$ cat src/rtl/tc_acc_pkg.sv
// Shared tensor-core definitions: default geometry of the accumulator array
// and the mapping from (row, lane) to bit position inside a flattened bus.
package tc_acc_pkg;

    localparam int N_ADT_DEF   = 4;
    localparam int N_STACK_DEF = 4;
    localparam int DW_DATA_DEF = 32;
    localparam int DW_CNT_DEF  = 8;

    // Lowest bit of lane (r, s) when rows of dw_line bits are packed back to back.
    function automatic int lane_lsb(input int r, input int s, input int dw_line, input int dw_data);
        return r * dw_line + s * dw_data;
    endfunction

endpackage

$ cat src/rtl/tc_acc_lane.sv
// One accumulator lane: wrapping adder, running-sum register and the
// result register that holds the completed tile value for this lane.
module tc_acc_lane
    import tc_acc_pkg::*;
#(
    parameter int DW_DATA = DW_DATA_DEF
) (
    input  logic                      clk,
    input  logic                      rst,
    input  logic                      take,
    input  logic                      first,
    input  logic                      done,
    input  logic signed [DW_DATA-1:0] operand,
    output logic signed [DW_DATA-1:0] result
);

    logic signed [DW_DATA-1:0] acc;
    logic signed [DW_DATA-1:0] sum;

    // Two's-complement add that simply drops the carry out of the lane.
    function automatic logic signed [DW_DATA-1:0] add_wrap(
        input logic signed [DW_DATA-1:0] a,
        input logic signed [DW_DATA-1:0] b
    );
        return a + b;
    endfunction

    // An empty accumulator starts from the incoming partial sum, not from stale contents.
    always_comb begin
        sum = first ? operand : add_wrap(acc, operand);
    end

    // Running sum advances on every accepted beat; the result captures it on the closing beat.
    always_ff @(posedge clk or negedge rst) begin
        if (!rst) begin
            acc    <= '0;
            result <= '0;
        end else begin
            if (take) begin
                acc <= sum;
            end
            if (take && done) begin
                result <= sum;
            end
        end
    end

endmodule

$ cat src/rtl/tc_acc.sv
// Tile accumulator: sums partial-sum beats from N_ADT adder trees over the
// K dimension and presents the finished tile with a valid/ready handshake.
// A new tile may close in the same cycle the previous one is consumed.
module tc_acc
    import tc_acc_pkg::*;
#(
    parameter int N_ADT   = N_ADT_DEF,
    parameter int N_STACK = N_STACK_DEF,
    parameter int DW_DATA = DW_DATA_DEF,
    parameter int DW_LINE = N_STACK * DW_DATA,
    parameter int DW_CNT  = DW_CNT_DEF
) (
    input  logic                     clk,
    input  logic                     rst,
    input  logic                     in_valid,
    input  logic                     in_last,
    input  logic [N_ADT*DW_LINE-1:0] in,
    output logic                     in_ready,
    output logic                     out_valid,
    input  logic                     out_ready,
    output logic [N_ADT*DW_LINE-1:0] out,
    output logic [DW_CNT-1:0]        out_nbeats
);

    localparam logic [DW_CNT-1:0] CNT_ONE = {{(DW_CNT-1){1'b0}}, 1'b1};

    logic              first;
    logic [DW_CNT-1:0] cnt;
    logic [DW_CNT-1:0] cnt_next;
    logic              take;
    logic              close;
    logic              handoff;

    // Input is blocked only while a finished tile waits for a consumer.
    assign in_ready = !out_valid | out_ready;
    assign take     = in_valid & in_ready;
    assign close    = take & in_last;
    assign handoff  = out_valid & out_ready;
    assign cnt_next = first ? CNT_ONE : cnt + CNT_ONE;

    // Tile bookkeeping: empty flag, beat count and the output valid flag.
    always_ff @(posedge clk or negedge rst) begin
        if (!rst) begin
            first      <= 1'b1;
            cnt        <= '0;
            out_nbeats <= '0;
            out_valid  <= 1'b0;
        end else begin
            if (take) begin
                cnt   <= cnt_next;
                first <= in_last;
                if (in_last) begin
                    out_nbeats <= cnt_next;
                end
            end
            if (close) begin
                out_valid <= 1'b1;
            end else if (handoff) begin
                out_valid <= 1'b0;
            end
        end
    end

    for (genvar r = 0; r < N_ADT; r++) begin : g_row
        for (genvar s = 0; s < N_STACK; s++) begin : g_lane
            localparam int LSB = lane_lsb(r, s, DW_LINE, DW_DATA);
            tc_acc_lane #(
                .DW_DATA(DW_DATA)
            ) u_lane (
                .clk    (clk),
                .rst    (rst),
                .take   (take),
                .first  (first),
                .done   (in_last),
                .operand(in[LSB +: DW_DATA]),
                .result (out[LSB +: DW_DATA])
            );
        end
    end

endmodule

$ cat config.mk
export PLATFORM = sky130hd
export DESIGN_NAME = tc_acc
export DESIGN_NICKNAME = d
export VERILOG_FILES = /design/src/rtl/tc_acc_pkg.sv /design/src/rtl/tc_acc_lane.sv /design/src/rtl/tc_acc.sv
export SDC_FILE = /design/constraint.sdc
export NUM_CORES = 2
export LEC_CHECK = 0
export ABC_CLOCK_PERIOD_IN_PS = 9400
export BUFFER_PORTS_ARGS = -buffer_cell sky130_fd_sc_hd__buf_2
export CAP_MARGIN = 20
export CORE_AREA = 2 2 407 409
export CTS_CLUSTER_DIAMETER = 200
export CTS_CLUSTER_SIZE = 20
export DETAILED_ROUTE_END_ITERATION = 6
export DIE_AREA = 0 0 409 411
export PLACE_DENSITY = 0.6
export SLEW_MARGIN = 20
export SYNTH_ARGS = -nofsm -noshare
export SYNTH_HDL_FRONTEND = slang
export SYNTH_SLANG_ARGS = --single-unit
$ cat constraint.sdc
create_clock -name clk -period 9.4 [get_ports clk]
set_input_delay 0.94 -clock clk [delete_from_list [all_inputs] [get_ports clk]]
set_output_delay 0.94 -clock clk [all_outputs]
set_load 0.05 [all_outputs]
-- Word-level counts from Yosys, hierarchy flattened
Cells that the tools add are included.
Widths: inputs -> output; s select.
- bits in registers: 1042
- input port bits: 517
- output and inout bits: 522
- $add $sub $neg: 17
- muxes and demuxes: 19
- bitwise logic cells: 4
- reduce and logical (&&, ||, !) cells: 4
- operator list (cell ; number):
    $add 32x32->32 ; 16
    $mux 32 ; 16
    $add 8x1->8 const B ; 1
    $mux 8 ; 1
    $and 1x1->1 ; 3
    $mux 1 ; 2
    $reduce_and 2->1 ; 1
    $reduce_bool 2->1 ; 1
    $logic_and 1x1->1 ; 1
    $logic_not 1->1 ; 1
    $or 1x1->1 ; 1

-- Logic depth before layout (Yosys ltp)
- depth after elaboration: 5
- depth in mapped cells: 14
- gate-level depth less buffers: 14

-- By module
A second synthesis with hierarchy kept.
- cells, all modules: 7743
- area total of the unflattened synthesis: 68867.3 µm²
- by module, submodules not included (module ; times used ; cells an instance ; area an instance (µm²) ; seq. area each (µm²)):
    tc_acc_lane (g_row[1].g_lane[3].u_lane ...) ; 8 ; 460 ; 4101.4 ; 1601.5
    tc_acc_lane (g_row[0].g_lane[1].u_lane ...) ; 6 ; 496 ; 4411.7 ; 1601.5
    tc_acc_lane (g_row[0].g_lane[0].u_lane) ; 1 ; 499 ; 4406.7 ; 1601.5
    tc_acc_lane (g_row[3].g_lane[0].u_lane) ; 1 ; 503 ; 4306.6 ; 1601.5
    tc_acc ; 1 ; 85 ; 872.1 ; 451.7

-- Least setup slack after synthesis
OpenSTA, ideal clock, no wires.
- path type: in2reg
- start: input in[64]
- end: register g_row[0].g_lane[2].u_lane.acc[30]
- setup time: 0.125 ns
- arrival time: 3.935 ns
- required time: 9.275 ns
- setup slack: 5.340 ns
- stages on the path: 13
- buffers on the path: 0
- cell sequence: ha_1 -> fa_1 -> a21oi_1 -> nor2b_1 -> a311oi_2 -> a2111oi_2 -> o41ai_4 -> o41ai_1 -> or4_1 -> a31oi_1 -> xor2_1 -> o21ai_1 -> mux2_2
- cells in the longest elaborated chain, start to end: 2
- RTL lines (what ; RTL line ; source):
    from (decl) ; tc_acc.sv:17 ; input logic [N_ADT*DW_LINE-1:0] in,
    $add 32x32->32 ; tc_acc_lane.sv:25 ; return a + b;
    $mux 32 ; tc_acc_lane.sv:30 ; sum = first ? operand : add_wrap(acc, operand);
    to (signal assigned) ; tc_acc_lane.sv:40 ; acc <= sum;
    to (decl) ; tc_acc_lane.sv:17 ; logic signed [DW_DATA-1:0] acc;
No other way between the ends.
A chain may end at the register's enable or synchronous reset.

-- Final worst setup path
- start: register first
- end: register g_row[0].g_lane[0].u_lane.acc[16]
- cells in the longest elaborated chain, start to end: 1
- RTL lines (what ; RTL line ; source):
    from (decl) ; tc_acc.sv:27 ; logic first;
    from (signal assigned) ; tc_acc.sv:51 ; first <= in_last;
    $mux 32 ; tc_acc_lane.sv:30 ;
    to (signal assigned) ; tc_acc_lane.sv:40 ;
    to (decl) ; tc_acc_lane.sv:17 ;
No other way between the ends.

==> results.md <==
* Syn_nets at 8,732
* Layout cells sized above 1 at 14.4%
* TritonCTS clock tree: built
* Power Density at 378 mW/mm^2
* GRT overflow at 0
* CTS clk-pin slew, worst paths at 100 ps
* P&R area growth vs syn at 13.5%
* Synth unique cells at 89
* Startpoint types: register
* Hold Crit Class: input port to async pin
* Core footprint at 0.164 mm^2
* DRT Pass-1 Iters at 5
* Die Area at 0.168 mm^2
* Remaining antenna violation count at 0
* Clock Skew at 25.6 ps
* Top-Level Pins at 1,039
* Logic gate share of total power at 62.1%
* Flops & latches, synth at 1,042
* CP Max Fanout at 81
* Worst-Margin Slew at 1330 ps
* F_max at 0.234 GHz
* Mapped Cells at 7,702
* VDD IR max at 0.245 mV
* Post_cts resized at 0
* Seq pwr share at 28.1%
* Placer congestion estimate at 0.944
* Via count at 58,697
* Syn. warnings at 0
* RR Startpoint: first
* Rows at 149
* First-pass GRT wire length at 336 mm
* Grt met2 use at 41.4%
* Clock power frac at 9.8%
* CTS Buf Count at 58
* Vias in the first global route at 55,522
* Starting density of the core at 39.7%
* GR Layer Usage met1 at 32.8%
* Worst hold slack at 207 ps
* Met3 Use GR at 5.92%
* RSZ-0062 raised after global routing: false
* Tmin final at 4280 ps
* Overall Power at 27.9 mW
* Skew-Pair Late Insertion Delay at 710 ps
* Leakage at 36.1 nW
* Hold_buf cts at 0
* Most Crowded Layer GR: met2
* Worst slew margin at 11.3%
* FF-to-FF setup slack at 5120 ps
* Largest net degree at the start of global routing at 259
* Nets@finish at 9,521
* Clock Sinks at 1,042
* Critical path class: register to register
* Gr usage total at 25.5%
* PortBufs at 1,038
* Register area share after synthesis at 40.1%
* Internal power at 13.4 mW
* Max clock buf depth at 3
* # DRC at 0
* Final WL at 222 mm
* Critical path required time at 9990 ps
* Status: complete, no violations
* Fin. Hold Viols at 0
* Net Sw Frac at 52.0%
* Crit path arrival time at 4860 ps
* Die width at 409 um
* Async S/R FF share, synth at 100%
* Switching Power at 14.5 mW
* Worst Setup SP: first
* Via density at 5.47
* Wirelength per Cell at 20.7 um
* Setup bufs post-CTS at 0
* Initial antenna violation count at 145
* Die H at 411 um
* Most frequent cells in the layout: nand2_1, o21ai_0, dfrtp_1, buf_2, a21oi_1
* Mapped Area at 0.0650 mm^2
* Worst Setup End Kind: register
* # setup viols final at 0
* Max-cap violations at 0
* Final Slew Violations at 0
* Post-synth EDFFs at 0
* DRT iter0 DRCs at 3,888
* Synth Flop Type: dfrtp_1
* Most common cell after layout, fill and taps aside: nand2_1
* Synth Area per Inst at 8.45 um^2
* Post-DP HPWL at 168 mm
* TNS Setup at 0 ps
* H-tree lvl count at 2
* Root Driver: clkbuf_16
* Final period utilization at 45.5%
-- critical path: stages, from the launching register on --
cell     delay (ps)
dfstp_4        1190
buf_4           700
buf_4           730
buf_4           810
o21ai_0         420
nand2_1         150
nand2_1          60
-- sequential cells by signal, indices dropped and copies added, names as in the netlist --
register,count
out_nbeats,8
cnt,8
g_row.g_lane.u_lane.acc,512
first,1
g_row.g_lane.u_lane.result,512
out_valid,1
-- stage by stage --
stage / instance area (um^2) / worst slack (ps) / cells / util [%]
floorplan: 65000 / 5340 / 7702 / -
global placement: 72200 / 4570 / 10619 / 44.0
detailed placement: 72200 / 4570 / 10620 / 44.0
CTS: 73700 / 5060 / 10683 / 45.0
global route: 73800 / 4820 / 10722 / 45.0
finish: 73800 / 5120 / 10734 / 45.1
-- power by group through the flow --
| stage | Sequential (mW) | Clock [mW] | Combinational [mW] |
|---|---|---|---|
| final | 7.84 | 2.73 | 17.3 |
| after detailed placement | 7.89 | 0 | 17.2 |
| after floorplan | 11.1 | 0 | 9.57 |
| after global routing | 8.09 | 2.97 | 19.1 |
| after CTS | 7.83 | 2.84 | 17.3 |
| after global placement | 7.83 | 0 | 17.0 |
-- cell type report --
| class | count | area [um^2] |
|---|---|---|
| well taps | 2189 | 2740 |
| clock buffers | 60 | 1480 |
| flip-flops and latches | 1042 | 26100 |
| inverters | 96 | 368 |
| fillers | 16412 | 90000 |
| diodes | 51 | 128 |
| clock inverters | 3 | 52.6 |
| repair buffers | 1086 | 5700 |
| multi-input cells | 6207 | 37300 |
-- final timing paths --
check | cells past startpoint | to
hold reg to reg | 2 | g_row[0].g_lane[2].u_lane.result[19]
hold / removal | 1 | g_row[3].g_lane[2].u_lane.result[3]
max in group asynchronous | 3 | g_row[0].g_lane[3].u_lane.acc[2]
setup reg to reg | 6 | g_row[0].g_lane[0].u_lane.acc[16]
setup / recovery | 6 | g_row[0].g_lane[0].u_lane.acc[16]
min in group clk | 2 | g_row[0].g_lane[2].u_lane.result[19]
-- cells by family after synthesis --
| logic type | after synthesis | share of synthesized area (%) |
|---|---|---|
| flip-flops | 1042 | 40.1 |
| AND/OR/NAND/NOR | 2543 | 16.3 |
| XOR/XNOR | 457 | 6.15 |
| adder cells (fa/ha/maj) | 513 | 10.1 |
| buffers and inverters | 453 | 2.62 |
| AO/OA/AOI/OAI | 2581 | 23.0 |
| multiplexers | 113 | 1.79 |
-- metal layers --
metal | vias to the layer above | part of all wire, %
met2 | 1506 | 46
met1 | 27953 | 43
li1 | 28674 | -
met5 | - | 0.32
met3 | 456 | 6.7
met4 | 108 | 4.3
-- synth_stat cells (16+ instances only) --
| master | instances | area share (%) |
|---|---|---|
| a211oi_1 | 50 | 0.58 |
| a21o_1 | 231 | 2.7 |
| a21oi_1 | 674 | 5.2 |
| a31oi_1 | 85 | 0.82 |
| and2_1 | 31 | 0.30 |
| and3_1 | 67 | 0.64 |
| buf_1 | 40 | 0.23 |
| clkbuf_1 | 315 | 1.8 |
| dfrtp_1 | 1041 | 40 |
| fa_1 | 16 | 0.49 |
| ha_1 | 497 | 9.6 |
| inv_1 | 95 | 0.55 |
| mux2_2 | 25 | 0.43 |
| mux2i_1 | 88 | 1.4 |
| nand2_1 | 1613 | 9.3 |
| nand2b_1 | 51 | 0.49 |
| nand3_1 | 100 | 0.77 |
| nand4_1 | 37 | 0.36 |
| nor2_1 | 476 | 2.7 |
| nor2b_1 | 49 | 0.47 |
| nor3_1 | 46 | 0.35 |
| o211ai_1 | 17 | 0.20 |
| o21a_1 | 54 | 0.62 |
| o21ai_0 | 1084 | 8.3 |
| o21ai_1 | 100 | 0.77 |
| o21bai_1 | 43 | 0.50 |
| o31a_1 | 18 | 0.24 |
| o31ai_1 | 38 | 0.44 |
| o32ai_1 | 16 | 0.22 |
| or3_1 | 21 | 0.20 |
| xnor2_1 | 229 | 3.1 |
| xor2_1 | 228 | 3.1 |
Power figures use the tool's default switching activity.
